===== config.mk =====
export PLATFORM = sky130hd
export DESIGN_NAME = hazard_forward_unit
export DESIGN_NICKNAME = d
export VERILOG_FILES = /design/src/rtl/hazard_forward_unit_pkg.sv /design/src/rtl/hazard_match.sv /design/src/rtl/hazard_forward_unit.sv
export SDC_FILE = /design/constraint.sdc
export NUM_CORES = 1
export LEC_CHECK = 0
export BUFFER_PORTS_ARGS = -buffer_cell sky130_fd_sc_hd__buf_2
export CAP_MARGIN = 25
export CORE_UTILIZATION = 40
export DETAILED_ROUTE_END_ITERATION = 6
export HOLD_SLACK_MARGIN = 0.15
export PLACE_DENSITY = 0.71
export SLEW_MARGIN = 30
export SYNTH_ARGS = -nofsm -noshare
export SYNTH_HDL_FRONTEND = slang
export SYNTH_HIERARCHICAL = 1
export SYNTH_SLANG_ARGS = --single-unit

===== constraint.sdc =====
create_clock -name clk -period 1.8 [get_ports clk]
set_input_delay 0.36 -clock clk [delete_from_list [all_inputs] [get_ports clk]]
set_output_delay 0.36 -clock clk [all_outputs]
set_load 0.05 [all_outputs]

===== src/rtl/hazard_forward_unit_pkg.sv =====
// Shared types and constants for the pipeline hazard/forwarding controller:
// forwarding-mux select codes, the shadow-stage record and register $0.
package hazard_forward_unit_pkg;

   localparam logic [1:0] FWD_REG   = 2'b00;
   localparam logic [1:0] FWD_EXMEM = 2'b01;
   localparam logic [1:0] FWD_MEMWB = 2'b10;

   localparam logic [4:0] REG_ZERO = 5'd0;

   typedef struct packed {
      logic [4:0] rs;
      logic [4:0] rt;
      logic [4:0] dst;
      logic       regwrite;
      logic       memread;
   } stage_t;

   localparam stage_t STAGE_ZERO = '0;

   // MEM is the younger producer, so its value wins over WB.
   function automatic logic [1:0] fwd_select(input logic mem_hit, input logic wb_hit);
      if (mem_hit)     return FWD_EXMEM;
      else if (wb_hit) return FWD_MEMWB;
      else             return FWD_REG;
   endfunction

endpackage


===== src/rtl/hazard_match.sv =====
// Register-dependency comparator: a source matches a producing stage only when
// that stage writes the register file and its destination is not $0.
module hazard_match
   import hazard_forward_unit_pkg::*;
(
   input  logic [4:0] src,
   input  logic [4:0] dst,
   input  logic       regwrite,
   output logic       hit
);

   assign hit = regwrite && (dst != REG_ZERO) && (dst == src);

endmodule


===== src/rtl/hazard_forward_unit.sv =====
// Five-stage MIPS hazard controller: forwarding selects, load-use stall, branch flush.
// Define HAZARD_FORWARD_EN for forwarding; without it dependencies stall until WB.
module hazard_forward_unit
   import hazard_forward_unit_pkg::*;
(
   input  logic       clk,
   input  logic       rst_n,
   input  logic [4:0] IdRs,
   input  logic [4:0] IdRt,
   input  logic [4:0] IdDst,
   input  logic       IdRegWrite,
   input  logic       IdMemRead,
   input  logic       IdUsesRt,
   input  logic       BranchTaken,
   output logic [1:0] ForwardA,
   output logic [1:0] ForwardB,
   output logic       Stall,
   output logic       PCWrite,
   output logic       IFIDWrite,
   output logic       IFIDFlush,
   output logic       IDEXBubble
);

   stage_t ex_q;
   stage_t mem_q;
   stage_t wb_q;
   stage_t id_entry;

   logic ex_gate;
   logic id_rs_ex_hit;
   logic id_rt_ex_hit;
   logic stall_raw;

   assign id_entry = '{rs: IdRs, rt: IdRt, dst: IdDst,
                       regwrite: IdRegWrite, memread: IdMemRead};

   // Shadow destination pipeline, advancing in lock-step with the datapath.
   always_ff @(posedge clk or negedge rst_n) begin
      if (!rst_n) begin
         ex_q  <= STAGE_ZERO;
         mem_q <= STAGE_ZERO;
         wb_q  <= STAGE_ZERO;
      end else begin
         ex_q  <= IDEXBubble ? STAGE_ZERO : id_entry;
         mem_q <= ex_q;
         wb_q  <= mem_q;
      end
   end

   hazard_match u_id_rs_ex (
      .src      (IdRs),
      .dst      (ex_q.dst),
      .regwrite (ex_gate),
      .hit      (id_rs_ex_hit)
   );

   hazard_match u_id_rt_ex (
      .src      (IdRt),
      .dst      (ex_q.dst),
      .regwrite (ex_gate),
      .hit      (id_rt_ex_hit)
   );

`ifdef HAZARD_FORWARD_EN
   logic ex_rs_mem_hit;
   logic ex_rs_wb_hit;
   logic ex_rt_mem_hit;
   logic ex_rt_wb_hit;
   logic unused_fwd;

   // Only a load in EX cannot be forwarded in time for the ID instruction.
   assign ex_gate = ex_q.memread;

   hazard_match u_ex_rs_mem (
      .src      (ex_q.rs),
      .dst      (mem_q.dst),
      .regwrite (mem_q.regwrite),
      .hit      (ex_rs_mem_hit)
   );

   hazard_match u_ex_rs_wb (
      .src      (ex_q.rs),
      .dst      (wb_q.dst),
      .regwrite (wb_q.regwrite),
      .hit      (ex_rs_wb_hit)
   );

   hazard_match u_ex_rt_mem (
      .src      (ex_q.rt),
      .dst      (mem_q.dst),
      .regwrite (mem_q.regwrite),
      .hit      (ex_rt_mem_hit)
   );

   hazard_match u_ex_rt_wb (
      .src      (ex_q.rt),
      .dst      (wb_q.dst),
      .regwrite (wb_q.regwrite),
      .hit      (ex_rt_wb_hit)
   );

   assign ForwardA  = fwd_select(ex_rs_mem_hit, ex_rs_wb_hit);
   assign ForwardB  = fwd_select(ex_rt_mem_hit, ex_rt_wb_hit);
   assign stall_raw = id_rs_ex_hit || (id_rt_ex_hit && IdUsesRt);

   assign unused_fwd = ^{ex_q.regwrite, mem_q.rs, mem_q.rt, mem_q.memread,
                         wb_q.rs, wb_q.rt, wb_q.memread};
`else
   logic id_rs_mem_hit;
   logic id_rt_mem_hit;
   logic unused_nofwd;

   // Any pending writer in EX or MEM blocks; WB is covered by the early RF write.
   assign ex_gate = ex_q.regwrite;

   hazard_match u_id_rs_mem (
      .src      (IdRs),
      .dst      (mem_q.dst),
      .regwrite (mem_q.regwrite),
      .hit      (id_rs_mem_hit)
   );

   hazard_match u_id_rt_mem (
      .src      (IdRt),
      .dst      (mem_q.dst),
      .regwrite (mem_q.regwrite),
      .hit      (id_rt_mem_hit)
   );

   assign ForwardA  = FWD_REG;
   assign ForwardB  = FWD_REG;
   assign stall_raw = id_rs_ex_hit || id_rs_mem_hit ||
                      (IdUsesRt && (id_rt_ex_hit || id_rt_mem_hit));

   assign unused_nofwd = ^{ex_q.rs, ex_q.rt, ex_q.memread,
                           mem_q.rs, mem_q.rt, mem_q.memread, wb_q};
`endif

   // A taken branch kills the ID instruction, so a stall on it is moot.
   assign IFIDFlush  = BranchTaken && rst_n;
   assign Stall      = stall_raw && !IFIDFlush;
   assign PCWrite    = !Stall;
   assign IFIDWrite  = !Stall;
   assign IDEXBubble = Stall || IFIDFlush;

endmodule


==> qor.txt, run 1 <==
Final setup viols -> 4
Power Total -> 0.000736 W
CP endpoint kind -> output pin
Inst Count DP -> 128
Seq/Total Area, Yosys -> 39.7%
Die ar. -> 2070 µm²
Hold Fails Final Rpt -> 0
Most common cell after layout, fill and taps aside -> buf_2
Port Buffer Count -> 24
Share of cells above drive strength 1 -> 55.3%
Post-Synthesis Cell Area -> 757 µm²
H-tree Lvls -> 1
Total track usage -> 19.1%
Vert. Die Dim -> 45.5 µm
CP cell instances -> buf_4 > nor4_2 > o21ai_1 > and4_4 > a211o_4 > or2_1 > buf_6
Setup slack after layout -> -0.518 ns
GRT Residual Overflow -> 0
Root buffer cell -> clkbuf_4
Total power divided by cell area -> 647 nW/µm²
Clock share of power -> 27.2%
Minimum clock period -> 2.32 ns
Clock skew -> 0.00156 ns
IO Pins -> 30
Critical path's slowest cell -> dfrtp_1
CP Data Required Time -> 1.44 ns
Total CTS buffers -> 3
Router iterations before antenna repair -> 4
HP Class -> input port to flop
Synth-to-layout area growth -> 50.2%
Worst-Skew Late Latency -> 0.26 ns
Clock sinks -> 12
Crit path kind -> flop to output pin
Max Clk Rate -> 431 MHz
Routed WL -> 1710 µm
RSZ-0062 raised after global routing -> yes
Wirelength per Cell -> 12.3 µm
Reg clk slew, reported paths -> 0.07 ns
Reg power frac -> 43.6%
Crit-path max FO -> 4
Post-synth cell types -> 20
CTS tree -> yes
Row count -> 15
Slew Limit Fails -> 0
Worst Path Buf+Inv -> 2
Switching power total -> 0.000216 W
Switching Fraction -> 29.4%
Failing checks -> setup timing
Yosys warning total -> 6
Die X -> 45.5 µm
Post-synthesis cell count -> 72
Mean Syn Cell Area -> 10.5 µm²
Antenna viol nets, final -> 0
Most frequent cells in the layout -> buf_2, buf_4, xor2_1
Vias in the first global route -> 638
Crit path DAT -> 1.96 ns
Clock Tree Buf Depth -> 2
Nets -> 136
First-iteration detailed-routing DRC count -> 5
Core ar. -> 1750 µm²
Initial antenna violation count -> 0
Synth Register Bits -> 12
CP max stage delay -> 0.42 ns
Max-cap viol count -> 0
Starting density of the core -> 43.4%
Via Count -> 674
Post-DP HPWL -> 1310 µm
Int Pwr -> 0.000519 W
VDD IR-drop max -> 563 µV
LEAKAGE -> 0.537 nW
Drt drc -> 0
GP Congestion -> 0.873
Worst path top cell family by delay -> simple AND/OR/NAND/NOR gates
Vias per cell -> 4.85
Combinational fraction of design power -> 29.2%
Status -> complete, but fails checks
ANT cells -> 0
Fin crit share -> 129%
First-pass GRT wire length -> 2730 µm
CP startpoint kind -> flop
Finished Layout Cells -> 139
Largest net degree at the start of global routing -> 13
==> synthesized netlist by cell type <==
master	n	share of area [%]
o21ai_1	4	2.6
or2_0	4	3.3
nor3_1	4	2.6
inv_1	1	0.50
o31ai_1	1	0.99
dfrtp_1	12	40
xor2_1	12	14
and4_1	4	4.6
conb_1	1	0.50
buf_2	1	0.66
xnor2_1	4	4.6
nand2_1	5	2.5
a211o_4	1	2.3
o21a_1	1	0.99
nor4_2	4	6.6
o31a_1	1	1.2
buf_4	5	5.0
or2_1	1	0.83
nor3b_1	5	5.0
nor3b_2	1	1.7
==> per-layer routing <==
metal / GRT usage [%] / part of all wire [%] / vias up
li1: - / - / 326
met1: 23.5 / 41 / 318
met2: 31.4 / 52 / 24
met3: 1.19 / 3.6 / 6
met4: 13.9 / 3.0 / 0
met5: 0 / 0 / -
==> power groups by stage <==
stage | sequential [W] | clock, W | combinational, W
after floorplan | 0.000320 | 0 | 0.000117
after global placement | 0.000322 | 0 | 0.000172
after detailed placement | 0.000325 | 0 | 0.000178
after CTS | 0.000319 | 0.000209 | 0.000201
after global routing | 0.000323 | 0.000237 | 0.000233
final | 0.000320 | 0.000200 | 0.000215
==> worst reg2reg max path: cells and delay by family (launching register included) <==
family | cells | cell delay (ns)
AOI/OAI and AO/OA | 2 | 0.40
buffers and inverters | 2 | 0.32
and+or+nand+nor | 3 | 0.51
DFF | 1 | 0.42
==> repair_timing <==
| item | 4_1_cts | 5_1_grt |
|---|---|---|
| gates resized for setup | 16 | 7 |
| pin swaps | 2 | 2 |
| endpoints found under the setup margin | 9 | 8 |
| hold buffers | 1 | 0 |
| endpoints found under the hold margin | 12 | 0 |
| setup buffers | 4 | 2 |
==> final timing paths <==
path / from / end / slack [ns] / cells past startpoint
max in group asynchronous: rst_n / ex_q[3]$_DFF_PN0_ / 1.05 / 3
max: ex_q[5]$_DFF_PN0_ / IDEXBubble / -0.52 / 7
min reg2reg: ex_gate$_DFF_PN0_ / mem_q[1]$_DFF_PN0_ / 0.42 / 0
min: IdDst[3] / ex_q[5]$_DFF_PN0_ / 0.34 / 2
max reg2reg: ex_q[5]$_DFF_PN0_ / ex_q[2]$_DFF_PN0_ / 0.07 / 7
min in group asynchronous: rst_n / mem_q[1]$_DFF_PN0_ / 0.59 / 3
==> stage by stage <==
step	instance area, µm²	TNS [ns]	setup WS, ns	hold slack, ns	util [%]
final	1140	-1.96	-0.518	0.340	65.2
after detailed placement	967	-1.31	-0.330	0.332	55.4
after global routing	1140	-2.34	-0.605	0.318	65.2
after global placement	967	-1.16	-0.295	0.324	55.4
after floorplan	793	-1.34	-0.567	0.0644	-
after CTS	1090	-2.13	-0.549	0.331	62.3
==> logic make-up after synthesis <==
group | Yosys count | share of synthesized area [%]
buffers and inverters | 7 | 6.12
other | 1 | 0.495
DFF | 12 | 39.7
and+or+nand+nor | 28 | 27.1
xor gates and xnor gates | 16 | 18.5
AOI/OAI and AO/OA | 8 | 8.10
==> layout make-up <==
type | instances | area (µm²)
Fill cell | 153 | 608
Multi-Input combinational cell | 56 | 474
Sequential cell | 12 | 305
Timing Repair Buffer | 41 | 287
Clock buffer | 4 | 36.3
Tap cell | 25 | 31.3
Inverter | 1 | 3.75
==> state kept, by name (all words and copies together) (netlist names) <==
signal   flops
ex_q         5
ex_gate      1
mem_q        6
No activity file was read; power rests on OpenSTA's default activity.
==> run 2, diff against run 1 <==
- BUFFER_PORTS_ARGS: -buffer_cell sky130_fd_sc_hd__buf_2 -> -buffer_cell sky130_fd_sc_hd__buf_4
- SLEW_MARGIN: 30 -> 20
==> qor.txt, run 2 (same netlist as run 1, synthesis figures left out) <==
Vert. Die Dim -> 45.5 µm (unchanged)
Slew Limit Fails -> 0 (unchanged)
Power Total -> 0.000737 W (+0.16%)
Max reg flops -> 6 (unchanged)
Crit path kind -> flop to output pin
H-tree Lvls -> 1 (unchanged)
Vias in the first global route -> 625 (-2.0%)
Vias per cell -> 4.75 (-2.0%)
Most flops, register -> mem_q
Fin crit share -> 128% (-0.51 points)
Register-to-register setup slack -> 0.10 ns (+0.03 ns)
ANT cells -> 0 (unchanged)
Die ar. -> 2070 µm² (unchanged)
TNS Setup -> -1.97 ns (-0.00992 ns)
Initial antenna violation count -> 0 (unchanged)
Drt drc -> 0 (unchanged)
Row count -> 15 (unchanged)
Critical path's slowest cell -> dfrtp_2
Min-Delay Endpoint -> ex_gate$_DFF_PN0_
Least-Margin Pin Slew -> 0.523 ns
CP startpoint kind -> flop
Worst-Skew Late Latency -> 0.26 ns (about the same)
CP cell instances -> buf_4 > xor2_1 > nor3_1 > and4_1 > o21a_2 > o31a_2 > buf_6
IO Pins -> 30 (unchanged)
Reg power frac -> 43.2% (-0.4 points)
Switching power total -> 0.000214 W (-1.2%)
Largest net degree at the start of global routing -> 13 (unchanged)
Synth-to-layout area growth -> 51.6%
Total track usage -> 17.8% (-1.3 points)
Starting density of the core -> 43.4% (unchanged)
Final setup viols -> 4 (unchanged)
LEAKAGE -> 0.538 nW (+0.17%)
Crit Reg-Reg Startpoint -> mem_q[2]$_DFF_PN0_
Status -> complete, but fails checks
Clock skew -> 0.000859 ns (-0.000702 ns)
Total power divided by cell area -> 642 nW/µm² (-0.71%)
GP Congestion -> 0.827 (-5.3%)
First-pass GRT wire length -> 2550 µm (-6.6%)
Post-DP HPWL -> 1250 µm (-4.7%)
Router iterations before antenna repair -> 1 (-3)
Die X -> 45.5 µm (unchanged)
RSZ-0062 raised after global routing -> yes
Max Clk Rate -> 433 MHz (+0.40%)
Int Pwr -> 0.000523 W (+0.73%)
Combinational fraction of design power -> 28.8% (-0.4 points)
Reg clk slew, reported paths -> 0.07 ns (about the same)
First-iteration detailed-routing DRC count -> 0 (-5)
Hold_sp -> IdRegWrite
Share of cells above drive strength 1 -> 54.1% (-1.2 points)
Most frequent cells in the layout -> buf_4, xor2_1, dfrtp_1
GRT Residual Overflow -> 0 (unchanged)
Most common cell after layout, fill and taps aside -> buf_4
Worst hold stages -> 2 (unchanged)
Minimum clock period -> 2.31 ns (-0.00922 ns)
CP endpoint kind -> output pin
Port Buffer Count -> 24 (unchanged)
Routed WL -> 1630 µm (-4.5%)
Total CTS buffers -> 3 (unchanged)
Antenna viol nets, final -> 0 (unchanged)
HP Class -> input port to flop
Wirelength per Cell -> 12.0 µm (-2.3%)
Setup slack after layout -> -0.509 ns (+0.00922 ns)
Relative slew slack -> 65.0%
Clock Tree Buf Depth -> 2 (unchanged)
Fin area -> 1150 µm² (+0.88%)
CTS tree -> yes
Hold Fails Final Rpt -> 0 (unchanged)
Root buffer cell -> clkbuf_4
Crit-path max FO -> 4 (unchanged)
DP Area -> 1020 µm² (+5.4%)
Clock share of power -> 27.9% (+0.7 points)
CP Data Required Time -> 1.44 ns (about the same)
Nets -> 133 (-2.2%)
Via Count -> 646 (-4.2%)
VDD IR-drop max -> 431 µV (-23%)
Clock sinks -> 12 (unchanged)
R2r endpoint -> ex_q[2]$_DFF_PN0_
Core ar. -> 1750 µm² (unchanged)
Switching Fraction -> 29.0% (-0.40 points)
Worst r2r path cells -> 6 (-1)
Failing checks -> setup timing
CP max stage delay -> 0.43 ns (about the same)
Max-cap viol count -> 0 (unchanged)
Crit path DAT -> 1.95 ns (about the same)
-- run 2: final cells by class --
cell class                      instances  area [µm²]
Fill cell                             146         598
Multi-Input combinational cell         56         463
Sequential cell                        12         307
Timing Repair Buffer                   38         307
Clock buffer                            4        36.3
Tap cell                               25        31.3
Inverter                                1        3.75
-- run 2: worst max-delay path by stage --
stage / startpoint / end / cells after the start
after floorplan: ex_q[5]$_DFF_PN0_ / PCWrite / 7
after global placement: mem_q[3]$_DFF_PN0_ / IDEXBubble / 6
after detailed placement: mem_q[3]$_DFF_PN0_ / IDEXBubble / 6
after CTS: mem_q[5]$_DFF_PN0_ / IDEXBubble / 6
after global routing: mem_q[5]$_DFF_PN0_ / IDEXBubble / 7
final: mem_q[5]$_DFF_PN0_ / Stall / 7
-- run 2: worst max-delay path, delay by kind of cell (launching register included) --
kind            cells  cell delay, ns
simple gates        2            0.28
buf+inv             2            0.29
compound gates      2            0.54
xor+xnor            1            0.13
flops               1            0.43
-- run 2: metal layers --
layer  part of all wire [%]  GRT usage (%)
met5                      0              0
met4                   0.61           9.09
met3                    3.5           2.38
met2                     58           32.6
met1                     38           19.8
-- run 2: per-stage QoR --
stage | hold slack, ns | util (%) | instances | setup WS, ns
floorplan | 0.0644 | - | 75 | -0.567
global placement | 0.305 | 58.4 | 127 | -0.285
detailed placement | 0.308 | 58.4 | 127 | -0.290
CTS | 0.332 | 63.7 | 135 | -0.525
global route | 0.347 | 65.7 | 136 | -0.571
finish | 0.345 | 65.7 | 136 | -0.509
-- run 2: power by group through the flow --
stage	logic, W	clock network [W]	registers, W
after global placement	0.000185	0	0.000323
after CTS	0.000204	0.000213	0.000319
after detailed placement	0.000189	0	0.000325
after global routing	0.000229	0.000231	0.000322
final	0.000212	0.000206	0.000319
after floorplan	0.000117	0	0.000320
-- run 2: what timing repair did --
action	4_1_cts	5_1_grt
pin swaps	7	4
endpoints found under the setup margin	4	10
resized for setup	10	6
hold buffers	1	0
hold endpoints to repair	12	0
gates cloned	0	0
buffers inserted	3	1
==> run 3, diff against run 2 <==
- BUFFER_PORTS_ARGS: -buffer_cell sky130_fd_sc_hd__buf_4 -> unset
- CTS_BUF_LIST: unset -> sky130_fd_sc_hd__clkbuf_8
- DONT_BUFFER_PORTS: unset -> 1
- PLACE_DENSITY: 0.71 -> unset
==> qor.txt, run 3 (same netlist as run 1, synthesis figures left out) <==
Status -> complete, but fails checks
Failing checks -> setup timing
Initial antenna violation count -> 0 (unchanged)
ANT cells -> 0 (unchanged)
Max-cap viol count -> 0 (unchanged)
Clock skew -> 0.00333 ns (+0.00247 ns)
Port Buffer Count -> 0 (-100%)
Total track usage -> 15.6% (-2.2 points)
Fin crit share -> 128% (-0.27 points)
Die X -> 45.5 µm (unchanged)
Reg clk slew, reported paths -> 0.05 ns (-0.02 ns)
Starting density of the core -> 43.4% (unchanged)
Register-to-register setup slack -> 0.06 ns (-0.04 ns)
Synth-to-layout area growth -> 34.5%
GP Congestion -> 0.841 (+1.7%)
Clock sinks -> 12 (unchanged)
Inst Count DP -> 104 (-18%)
Core ar. -> 1750 µm² (unchanged)
First-iteration detailed-routing DRC count -> 11 (+11)
Clock Tree Buf Depth -> 2 (unchanged)
Worst r2r path cells -> 6 (unchanged)
Most flops, register -> mem_q
HP Class -> input port to flop
IO Pins -> 30 (unchanged)
Die ar. -> 2070 µm² (unchanged)
Total CTS buffers -> 3 (unchanged)
Nets -> 111 (-17%)
Row count -> 15 (unchanged)
GRT Residual Overflow -> 0 (unchanged)
R2r endpoint -> ex_q[4]$_DFF_PN0_
Setup crit end -> IDEXBubble
Final setup viols -> 4 (unchanged)
Vert. Die Dim -> 45.5 µm (unchanged)
Hold Fails Final Rpt -> 0 (unchanged)
Antenna viol nets, final -> 0 (unchanged)
Worst Setup SP -> mem_q[5]$_DFF_PN0_
Crit-path max FO -> 4 (unchanged)
Largest net degree at the start of global routing -> 13 (unchanged)
Max reg flops -> 6 (unchanged)
Fin area -> 1020 µm² (-11%)
Least-Margin Pin Slew -> 0.505 ns (-0.0177 ns)
CP startpoint kind -> flop
Relative slew slack -> 66.2% (+1.2 points)
CTS tree -> yes
Via Count -> 569 (-12%)
Crit path DAT -> 1.94 ns (about the same)
Router iterations before antenna repair -> 4 (+3)
Vias per cell -> 5.04 (+6.0%)
CP endpoint kind -> output pin
Max Clk Rate -> 434 MHz (+0.21%)
H-tree Lvls -> 1 (unchanged)
Crit Reg-Reg Startpoint -> mem_q[5]$_DFF_PN0_
Post-DP HPWL -> 1150 µm (-8.2%)
Share of cells above drive strength 1 -> 43.2% (-11 points)
Util after Layout -> 58.4% (-7.4 points)
Setup slack after layout -> -0.504 ns (+0.00489 ns)
Total power divided by cell area -> 726 nW/µm² (+13%)
Hold_sp -> IdDst[2]
Most frequent cells in the layout -> buf_4, xor2_1, dfrtp_1
LEAKAGE -> 0.438 nW (-18%)
First-pass GRT wire length -> 2120 µm (-17%)
Drt drc -> 0 (unchanged)
Root buffer cell -> clkbuf_8
DP Area -> 872 µm² (-14%)
Finished Layout Cells -> 113 (-17%)
Vias in the first global route -> 514 (-18%)
Most common cell after layout, fill and taps aside -> buf_4
Worst-Skew Late Latency -> 0.24 ns (-0.02 ns)
Wirelength per Cell -> 14.0 µm (+17%)
Crit path kind -> flop to output pin
CP Data Required Time -> 1.44 ns (about the same)
Routed WL -> 1590 µm (-2.7%)
RSZ-0062 raised after global routing -> yes
VDD IR-drop max -> 386 µV (-10%)
Slew Limit Fails -> 0 (unchanged)
Minimum clock period -> 2.30 ns (-0.00489 ns)
Dpl ws -> -0.309 ns (-0.0193 ns)
run 3: cell count changes in the layout (fill, tap and decap cells not counted), moves of 2 or more:
| cell | change |
|---|---|
| buf_12 | +2 |
| nor3b_2 | -2 |
| buf_4 | -19 |
| clkbuf_4 | -3 |
| clkbuf_8 | +2 |
| nor3b_1 | +2 |
| buf_6 | -5 |
run 3: worst min-delay path by stage:
stage / cells after the start / to / slack [ns]
2_1_floorplan: 0 / ex_gate$_DFF_PN0_ / 0.06
3_3_place_gp: 0 / mem_q[2]$_DFF_PN0_ / 0.06
3_5_place_dp: 0 / mem_q[1]$_DFF_PN0_ / 0.06
4_1_cts: 1 / ex_q[3]$_DFF_PN0_ / 0.27
5_1_grt: 1 / ex_q[4]$_DFF_PN0_ / 0.27
6_report: 1 / ex_q[4]$_DFF_PN0_ / 0.27
run 3: cell type report:
| type | instances | area [µm²] |
|---|---|---|
| fill | 149 | 727 |
| multi-input combinational | 56 | 488 |
| sequential | 12 | 307 |
| timing repair buffer | 16 | 148 |
| clock buffer | 3 | 41.3 |
| tap | 25 | 31.3 |
| inverter | 1 | 3.75 |
run 3: repair_timing:
action / in CTS / in global routing
resized for setup: 7 / 8
buffers inserted: 4 / 2
hold endpoints to repair: 12 / 0
pin swaps: 5 / 8
endpoints found under the setup margin: 5 / 10
hold buffers: 1 / 0
run 3: where the power goes:
group	internal [W]	total, W	switching (W)	leakage (nW)
registers	0.000293	0.000324	0.0000308	0.142
clock network	0.000147	0.000238	0.0000911	0.0216
logic	0.0000875	0.000177	0.0000897	0.275
total	0.000527	0.000739	0.000212	0.438
run 3: metrics by stage:
step	TNS [ns]	total power (W)	hold WS, ns
2_1_floorplan	-1.34	0.000437	0.0644
3_3_place_gp	-1.09	0.000468	0.0647
3_5_place_dp	-1.16	0.000470	0.0647
4_1_cts	-1.89	0.000729	0.267
5_1_grt	-1.98	0.000770	0.267
6_report	-1.81	0.000739	0.273
run 3: worst max-delay path, cell delays in order, from the launching register on:
cell and delay [ns]:
dfrtp_2 0.44, nor4_4 0.30, o21ai_1 0.11, and4_4 0.16, a211o_4 0.30, or2_4 0.24
buf_12 0.15
run 3: layer usage:
metal	wire, µm	GRT usage, %	part of all wire, %	vias up
li1	-	-	-	273
met1	636	18.4	40	265
met2	749	23.7	47	24
met3	136	2.78	8.6	7
met4	65	14.5	4.1	0
met5	0	0	0	-
